### src/rtl/tmnt_pkg.sv
// Shared constants, the per-voice state record and a priority-encode helper
// for the polyphony voice allocator.
package tmnt_pkg;

  localparam int NUM_KEYS   = 16;
  localparam int NUM_VOICES = 4;
  localparam int KEY_W      = $clog2(NUM_KEYS);
  localparam int AGE_W      = $clog2(NUM_VOICES) + 1;
  localparam int VOICE_W    = $clog2(NUM_VOICES);
  localparam int AGE_MAX    = (1 << AGE_W) - 1;

  // State kept for each oscillator voice.
  typedef struct packed {
    logic             active;
    logic [KEY_W-1:0] key;
    logic [AGE_W-1:0] age;
  } voice_t;

  // Index of the lowest set bit; returns 0 for an all-zero vector, so callers
  // qualify the result with a reduction-OR of the same vector.
  function automatic logic [KEY_W-1:0] lsb_index(input logic [NUM_KEYS-1:0] vec);
    lsb_index = '0;
    for (int i = NUM_KEYS - 1; i >= 0; i--) begin
      if (vec[i]) lsb_index = KEY_W'(i);
    end
  endfunction

endpackage

### src/rtl/key_event_detect.sv
// Synchronizes the raw pushbuttons, detects press/release edges and keeps
// them in sticky pending registers until the allocator services them.
module key_event_detect
  import tmnt_pkg::*;
(
  input  logic                clk,
  input  logic                nrst,
  input  logic [NUM_KEYS-1:0] pb_i,
  input  logic                enable_i,
  input  logic [NUM_KEYS-1:0] svc_press_i,
  input  logic [NUM_KEYS-1:0] svc_release_i,
  output logic [NUM_KEYS-1:0] pend_press_o,
  output logic [NUM_KEYS-1:0] pend_release_o,
  output logic [NUM_KEYS-1:0] sync_o
);

  logic [NUM_KEYS-1:0] meta_q, sync_q, prev_q;
  logic [NUM_KEYS-1:0] pend_press_q, pend_press_d;
  logic [NUM_KEYS-1:0] pend_release_q, pend_release_d;
  logic [NUM_KEYS-1:0] press_edge, release_edge;

  // Edge detect and pending update; a new edge on a key being serviced this
  // cycle survives because the OR is applied after the service mask.
  always_comb begin
    // NOTE: every always_comb output gets a value before any branch so no
    // path can leave it unassigned and infer a latch.
    press_edge     = sync_q & ~prev_q;
    release_edge   = ~sync_q & prev_q;
    pend_press_d   = '0;
    pend_release_d = '0;
    if (enable_i) begin
      pend_press_d   = (pend_press_q & ~svc_press_i) | press_edge;
      pend_release_d = (pend_release_q & ~svc_release_i) | release_edge;
    end
  end

  // Synchronizer, previous-level and pending registers; the synchronizer and
  // prev keep tracking while disabled so no stale edges appear on re-enable.
  always_ff @(posedge clk or negedge nrst) begin
    // NOTE: sequential state uses non-blocking assignments so every flop
    // samples the pre-edge value of its neighbours.
    if (!nrst) begin
      meta_q         <= '0;
      sync_q         <= '0;
      prev_q         <= '0;
      pend_press_q   <= '0;
      pend_release_q <= '0;
    end else begin
      meta_q         <= pb_i;
      sync_q         <= meta_q;
      prev_q         <= sync_q;
      pend_press_q   <= pend_press_d;
      pend_release_q <= pend_release_d;
    end
  end

  assign pend_press_o   = pend_press_q;
  assign pend_release_o = pend_release_q;
  assign sync_o         = sync_q;

endmodule

### src/rtl/voice_allocator.sv
// Polyphony controller: services one pending key event per clock, assigning
// presses to free voices (or stealing the oldest) and freeing on release.
module voice_allocator
  import tmnt_pkg::*;
(
  input  logic                        clk,
  input  logic                        nrst,
  input  logic [NUM_KEYS-1:0]         pb,
  input  logic                        enable,
  output logic [NUM_VOICES-1:0]       voice_active,
  output logic [NUM_VOICES*KEY_W-1:0] voice_key,
  output logic [NUM_VOICES-1:0]       voice_trig,
  output logic                        steal_evt,
  output logic                        busy
);

  logic [NUM_KEYS-1:0]   sync, pend_press, pend_release;
  logic [NUM_KEYS-1:0]   svc_press, svc_release;
  voice_t                voices_q [NUM_VOICES];
  voice_t                voices_d [NUM_VOICES];
  logic [NUM_VOICES-1:0] trig_q, trig_d;
  logic                  steal_q, steal_d;
  logic [KEY_W-1:0]      rel_key, press_key;
  logic [NUM_VOICES-1:0] free_mask;
  logic [VOICE_W-1:0]    free_idx, old_idx, alloc_idx;
  logic [AGE_W-1:0]      old_age;

  key_event_detect u_key_event_detect (
    .clk            (clk),
    .nrst           (nrst),
    .pb_i           (pb),
    .enable_i       (enable),
    .svc_press_i    (svc_press),
    .svc_release_i  (svc_release),
    .pend_press_o   (pend_press),
    .pend_release_o (pend_release),
    .sync_o         (sync)
  );

  // Arbitration (releases before presses, lowest key first) and voice update.
  always_comb begin
    voices_d    = voices_q;
    trig_d      = '0;
    steal_d     = 1'b0;
    svc_press   = '0;
    svc_release = '0;
    rel_key     = lsb_index(pend_release);
    press_key   = lsb_index(pend_press);
    for (int v = 0; v < NUM_VOICES; v++) free_mask[v] = ~voices_q[v].active;
    free_idx = VOICE_W'(lsb_index(NUM_KEYS'(free_mask)));
    old_idx  = '0;
    old_age  = voices_q[0].age;
    for (int v = 1; v < NUM_VOICES; v++) begin
      if (voices_q[v].age > old_age) begin
        old_idx = VOICE_W'(v);
        old_age = voices_q[v].age;
      end
    end
    alloc_idx = (|free_mask) ? free_idx : old_idx;

    if (!enable) begin
      for (int v = 0; v < NUM_VOICES; v++) begin
        voices_d[v].active = 1'b0;
        voices_d[v].age    = '0;
      end
    end else if (|pend_release) begin
      svc_release = NUM_KEYS'(1) << rel_key;
      for (int v = 0; v < NUM_VOICES; v++) begin
        if (voices_q[v].active && voices_q[v].key == rel_key) voices_d[v].active = 1'b0;
      end
    end else if (|pend_press) begin
      svc_press = NUM_KEYS'(1) << press_key;
      // A key already released by the time it is serviced is discarded.
      if (sync[press_key]) begin
        steal_d = ~(|free_mask);
        for (int v = 0; v < NUM_VOICES; v++) begin
          if (VOICE_W'(v) == alloc_idx) begin
            voices_d[v].active = 1'b1;
            voices_d[v].key    = press_key;
            voices_d[v].age    = '0;
            trig_d[v]          = 1'b1;
          end else if (voices_q[v].active && voices_q[v].age != AGE_W'(AGE_MAX)) begin
            voices_d[v].age = voices_q[v].age + AGE_W'(1);
          end
        end
      end
    end
  end

  // Voice array and pulse output registers.
  always_ff @(posedge clk or negedge nrst) begin
    // NOTE: the voice array is a handful of flops, not RAM, so it is cleared
    // by reset like any other state register.
    if (!nrst) begin
      for (int v = 0; v < NUM_VOICES; v++) voices_q[v] <= '0;
      trig_q  <= '0;
      steal_q <= 1'b0;
    end else begin
      voices_q <= voices_d;
      trig_q   <= trig_d;
      steal_q  <= steal_d;
    end
  end

  // Flatten the voice records onto the output buses.
  always_comb begin
    voice_active = '0;
    voice_key    = '0;
    for (int v = 0; v < NUM_VOICES; v++) begin
      voice_active[v]              = voices_q[v].active;
      voice_key[v*KEY_W +: KEY_W]  = voices_q[v].key;
    end
  end

  assign voice_trig = trig_q;
  assign steal_evt  = steal_q;
  assign busy       = (|pend_press) | (|pend_release);

endmodule

### config.mk
export PLATFORM = sky130hd
export DESIGN_NAME = voice_allocator
export DESIGN_NICKNAME = d
export VERILOG_FILES = /design/src/rtl/tmnt_pkg.sv /design/src/rtl/key_event_detect.sv /design/src/rtl/voice_allocator.sv
export SDC_FILE = /design/constraint.sdc
export NUM_CORES = 1
export LEC_CHECK = 0
export CORE_MARGIN = 2
export CORE_UTILIZATION = 30
export CTS_BUF_LIST = sky130_fd_sc_hd__clkbuf_8
export DETAILED_ROUTE_END_ITERATION = 10
export SYNTH_ARGS = -nofsm -noshare
export SYNTH_HDL_FRONTEND = slang
export SYNTH_HIERARCHICAL = 1
export SYNTH_SLANG_ARGS = --single-unit
### constraint.sdc
create_clock -name clk -period 5.2 [get_ports clk]
set_clock_uncertainty 0.15 [all_clocks]
set_input_delay 0.52 -clock clk [delete_from_list [all_inputs] [get_ports clk]]
set_output_delay 0.52 -clock clk [all_outputs]
set_load 0.02 [all_outputs]
== Yosys cells after proc, flatten, opt, wreduce, memory -nomap -nowiden ==
Cells that the tools add are included.

* Equal/unequal tests: 28
* Reductions and logical operators: 24
* $add $sub $neg: 4
* Order comparisons: 4
* Shift operators: 2
* Mux-type cells: 94
* Bitwise logic cells: 17

{| class="wikitable"
|+ Operator list
! cell !! number
|-
| 4-bit two-way mux || 39
|-
| 16-bit two-way mux || 7
|-
| 16-bit AND || 4
|-
| 32-bit two-way mux || 2
|-
| 16-bit inverter || 4
|-
| 3-bit two-way mux || 15
|-
| 16-bit OR || 2
|-
| 4-bit AND reduction || 8
|-
| 16-bit OR reduction || 2
|-
| 1-bit by 4-bit << shifter with 16-bit output (first input constant) || 2
|-
| 3-bit by 1-bit != test with 1-bit output (second input constant) || 10
|-
| 3-bit != test (second input constant) || 8
|-
| 5-bit two-way mux || 4
|-
| 5-bit AND reduction || 4
|-
| 1-bit two-way mux || 19
|-
| 4-bit == test || 4
|-
| 2-bit two-way mux || 7
|-
| 3-bit by 1-bit adder with 3-bit output (second input constant) || 4
|-
| 3-bit > comparator || 3
|-
| 1-bit logical AND || 8
|-
| 1-bit inverter || 6
|-
| 4-bit by 5-bit less-than comparator with 1-bit output (second input constant) || 1
|-
| 1-bit binary-select mux with 4-bit select || 1
|-
| 2-bit == test (first input constant) || 2
|-
| 6 further kinds || 7
|}

* Output and inout port bits: 26
* Input bits: 19
* Register bits: 117

== Logic depth before layout (Yosys ltp) ==
* Word-level depth: 24
* Mapped depth: 25

== Hierarchy ==
Netlist, hierarchy kept.

{| class="wikitable"
|+ By module, submodules not included
! module !! area an instance (µm²) !! cells each !! instances
|-
| voice_allocator || 3,098.0 || 369 || 1
|-
| key_event_detect || 2,683.8 || 179 || 1
|}

== Least setup slack after synthesis ==
No wires, ideal clock.

* Kind: register to register
* Start: register voices_q[17] (netlist bit)
* End: register voices_q (netlist bit voice_key[4])
* Path buffers: 1
* Arrival: 4.533 ns
* Clock period less this slack: 4.808 ns
* Setup time: 0.125 ns
* Required time: 4.925 ns
* Slack: 0.392 ns
* Stages on the path, launching flop included: 22
* Cell sequence: dfrtp_1 -> ha_1 -> nor2b_1 -> o21ai_0 -> nand2b_1 -> and2_1 -> mux2_2 -> ha_1 -> inv_1 -> a21o_1 -> a21oi_1 -> a31oi_1 -> mux2_2 -> ha_1 -> a21o_1 -> a21oi_1 -> a31oi_1 -> o311ai_0 -> nand2_1 -> or3_1 -> buf_6 -> mux2_4

* Longest elaborated chain between the ends: 9
* Elaborated cells on any way between the ends: 11
* Those cells by class: 3 x order compare; 1 x eq/ne; 6 x mux; 1 x reduce/logical

{| class="wikitable"
|+ Ends and longest elaborated chain
! what !! line !! RTL
|-
| start: declaration || voice_allocator.sv:19 || <nowiki>voice_t voices_q [NUM_VOICES];</nowiki>
|-
| start signal: assignment || voice_allocator.sv:99 || <nowiki>voices_q <= voices_d;</nowiki>
|-
| 3-bit > comparator || voice_allocator.sv:54 || <nowiki>if (voices_q[v].age > old_age) begin</nowiki>
|-
| 3-bit two-way mux || voice_allocator.sv:54 ||
|-
| 3-bit > comparator || voice_allocator.sv:54 ||
|-
| 3-bit two-way mux || voice_allocator.sv:54 ||
|-
| 3-bit > comparator || voice_allocator.sv:54 ||
|-
| 2-bit two-way mux * || voice_allocator.sv:54 ||
|-
| 2-bit two-way mux * || voice_allocator.sv:59 || <nowiki>alloc_idx = (|free_mask) ? free_idx : old_idx;</nowiki>
|-
| 1-bit by 2-bit == test with 1-bit output * || voice_allocator.sv:77 || <nowiki>if (VOICE_W'(v) == alloc_idx) begin</nowiki>
|-
| 5-bit AND reduction (no source line) * || - ||
|}

Every way passes the cells marked *; elsewhere a longest branch is shown, timed or not.
A chain may end at the register's enable or synchronous reset.

== Worst setup path in the final report ==
* Start: register voices_q[17] (netlist bit)
* End: register voices_q (netlist bit voice_key[11])

* Longest elaborated chain between the ends: 9
* Elaborated cells on any way between the ends: 11
* Those cells by class: 3 x order compare; 1 x eq/ne; 6 x mux; 1 x reduce/logical

{| class="wikitable"
|+ Ends and longest elaborated chain
! what !! line
|-
| 3-bit > comparator || voice_allocator.sv:54
|-
| 3-bit two-way mux || voice_allocator.sv:54
|-
| 3-bit > comparator || voice_allocator.sv:54
|-
| 3-bit two-way mux || voice_allocator.sv:54
|-
| 3-bit > comparator || voice_allocator.sv:54
|-
| 2-bit two-way mux * || voice_allocator.sv:54
|-
| 2-bit two-way mux * || voice_allocator.sv:59
|-
| 2-bit == test * || voice_allocator.sv:77
|-
| 5-bit AND reduction (no source line) * || -
|}

Marks and branches as above.

==> metrics <==
status=finished clean; CP cell instances=ha_1 -> nor2b_1 -> o21ai_0 -> nand2b_1 -> and2_1 -> mux2_2 -> ha_1 -> inv_1 -> a21o_1 -> a21oi_2 -> a31oi_4 -> mux2_2 -> ha_1 -> a21o_1 -> a21oi_1 -> a31oi_1 -> o311a_1 -> nand2b_1 -> nor3_4 -> mux2_2; top cells by area, synth=dfrtp_1 51%, nand2b_1 8.2%, a21boi_1 3.9%; TritonCTS buffer count=17; first-pass GRT wire length=20600 um; crit-path leading delay family=compound AO/OA/AOI/OAI gates; Post-synth ARST share=1.00; met1 WL=5530 um; Clock transition at path regs=0.07 ns; Hold Vio Cnt, Final=0; Worst EP required=5.37 ns; Yosys reg bits=117; HP Class=input pin to async pin; CP peak stage delay=0.42 ns; CP Capture Type=flip-flop; fin. max-slew vios=0; post-synthesis sequential area ratio=0.506; worst endpoint data arrival time=5.12 ns; crit path to=voice_key[11]; kind of critical path=flip-flop to flip-flop; die span in y=143 um; total gr overflow=0; final instance area=0.00678 mm2; Yosys warning count=6; met2 wire len=6040 um; Routed Wire Length=12600 um; syn nets=584; IO buf count=44; final setup fails=0; hold bufs inserted after CTS=0; critical path's slowest cell=dfrtp_1; area delta synth->final=17.3%; Post-DP HPWL=9010 um; vias per inst=4.69; die footprint=0.0204 mm2; Pleak=2.93 nW; top-count cell post-synth=dfrtp_1; CTS tree=yes; Initial Utilization=0.307; Final Non-Filler Cells=858; Pwr Density=315 mW/mm2; Worst R2R Path Depth=20; I/O pin count=45; DRC viols=0; CP startpoint=voices_q[17]; Worst R2R Setup Slack=0.25 ns; Sink Count=117; Setup WS pre-CTS=0.0826 ns; worst hold margin=0.0514 ns; post-synth top area share=0.506; row count=50; Slew @ Worst Pin=1.12 ns; share of layout cells above drive strength 1=0.129; Fmax=202 MHz; Max FO, Critical Path=6; final worst path period share=0.952; H-tree levels=4; Slew HR=0.249; instance count of the mapped netlist=548; # diodes=0; Max clock buf depth=2; number of synthesized flops with an enable pin=0; GP Congestion=0.908; ys flop type=dfrtp_1; post-layout util=0.360; vias in the first global route=4159; placed instance area=0.00633 mm2; DR vias=4025; core area=0.0188 mm2; Die X=143 um; reg2reg start=voices_q[17]; clock latency on the worst-skew pair=0.44 ns; Levels on crit path=20; maximum VDD drop=0.223 mV; worst r2r dst=voice_key[11]; Tmin final=4.95 ns; DR WL/cell=14.7 um; WP buf/inv=1; initial antenna violation count=0; largest net degree at the start of global routing=79; dpl cells=824; largest area contributor in the netlist=dfrtp_1; DRT Pass-1 Iters=4; fill cell count=1862; final setup margin=0.249 ns; Mean Syn Cell Area=10.6 um2; Root Driver=clkbuf_8; synthesized area=0.00578 mm2; total track usage=0.132; DR iter-0 viols=268; Distinct cells, synth=50; Worst Setup Start Kind=flip-flop; metal3 WL=736 um; max-cap violations=0; DR top layer=met4; nets=621; Detail Route Antenna Nets=0; top cells by count, synth=117 x dfrtp_1, 76 x nand2b_1, 59 x nor2_1, 43 x nand2_1, 30 x a21boi_1
==> worst reg2reg max path, cell delays in order (launching register included) <==
cell and delay (ns):
dfrtp_1 0.42, ha_1 0.32, nor2b_1 0.12, o21ai_0 0.08, nand2b_1 0.11, and2_1 0.22, mux2_2 0.38, ha_1 0.18
inv_1 0.07, a21o_1 0.13, a21oi_2 0.09, a31oi_4 0.19, mux2_2 0.36, ha_1 0.29, a21o_1 0.19, a21oi_1 0.14
a31oi_1 0.08, o311a_1 0.38, nand2b_1 0.22, nor3_4 0.34, mux2_2 0.38
==> layer usage <==
layer	vias to the layer above	global-route usage
met5	-	0
met4	0	0.0563
met3	27	0.0426
met2	123	0.213
met1	1953	0.162
li1	1922	-
==> sequential cells by signal, indices dropped and copies added (netlist names), 12 cells and up <==
name,cells
u_key_event_detect/pend_release_o,16
u_key_event_detect/pend_press_o,16
voices_q,12
u_key_event_detect/prev_q,16
voice_key,16
u_key_event_detect/sync_o,16
u_key_event_detect/meta_q,16
==> cells by family after synthesis <==
group	after synthesis	synth area share
and+or+nand+nor	227	0.204
DFF	117	0.506
AOI/OAI and AO/OA	86	0.109
buffers and inverters	54	0.0560
muxes	35	0.0697
adders and majority gates	17	0.0368
xor gates and xnor gates	12	0.0182
==> where the power goes <==
group,switching (mW),internal [mW],leakage (nW)
combinational,0.193,0.122,1.24
sequential,0.0389,0.955,1.49
clock,0.389,0.441,0.193
total,0.621,1.52,2.93
==> final cells by class <==
| type | instances | area, um2 | share of cell area |
|---|---|---|---|
| Sequential cell | 117 | 2930 | 0.432 |
| Multi-Input combinational cell | 377 | 2570 | 0.379 |
| Timing Repair Buffer | 50 | 478 | 0.0705 |
| Tap cell | 260 | 325 | 0.0480 |
| Clock buffer | 18 | 248 | 0.0365 |
| Clock inverter | 14 | 151 | 0.0223 |
| Inverter | 22 | 82.6 | 0.0122 |
==> stage by stage <==
step,TNS [ns],power [mW]
after CTS,0,2.17
final,0,2.14
after detailed placement,0,1.33
after global routing,-0.0741,2.25
after global placement,0,1.32
after floorplan,0,1.22
==> cell usage in the layout, fill, tap and decap left out, types with 10 or more instances in the layout <==
cell,n
nor2_1,59
clkdlybuf4s50_1,42
or3_1,10
clkbuf_8,18
inv_1,23
nand2b_1,76
mux2_2,10
mux2i_1,17
dfrtp_1,117
a21boi_1,30
ha_1,17
nand2_1,43
a21oi_1,12
==> worst min path at each step <==
stage	from	end	slack, ns	cells after the start
after floorplan	nrst	steal_evt	0.07	0
after global placement	u_key_event_detect/meta_q[10]	u_key_event_detect/sync_o[10]	0.18	0
after detailed placement	u_key_event_detect/meta_q[12]	u_key_event_detect/sync_o[12]	0.18	0
after CTS	nrst	voice_key[13]	0.11	1
after global routing	nrst	voice_key[13]	0.14	1
final	nrst	voice_key[13]	0.05	1
==> timing repair <==
action | 4_1_cts | 5_1_grt
gates resized for setup | 0 | 8
endpoints found under the setup margin | 0 | 29
setup buffers | 0 | 2
Power figures use the tool's default switching activity.
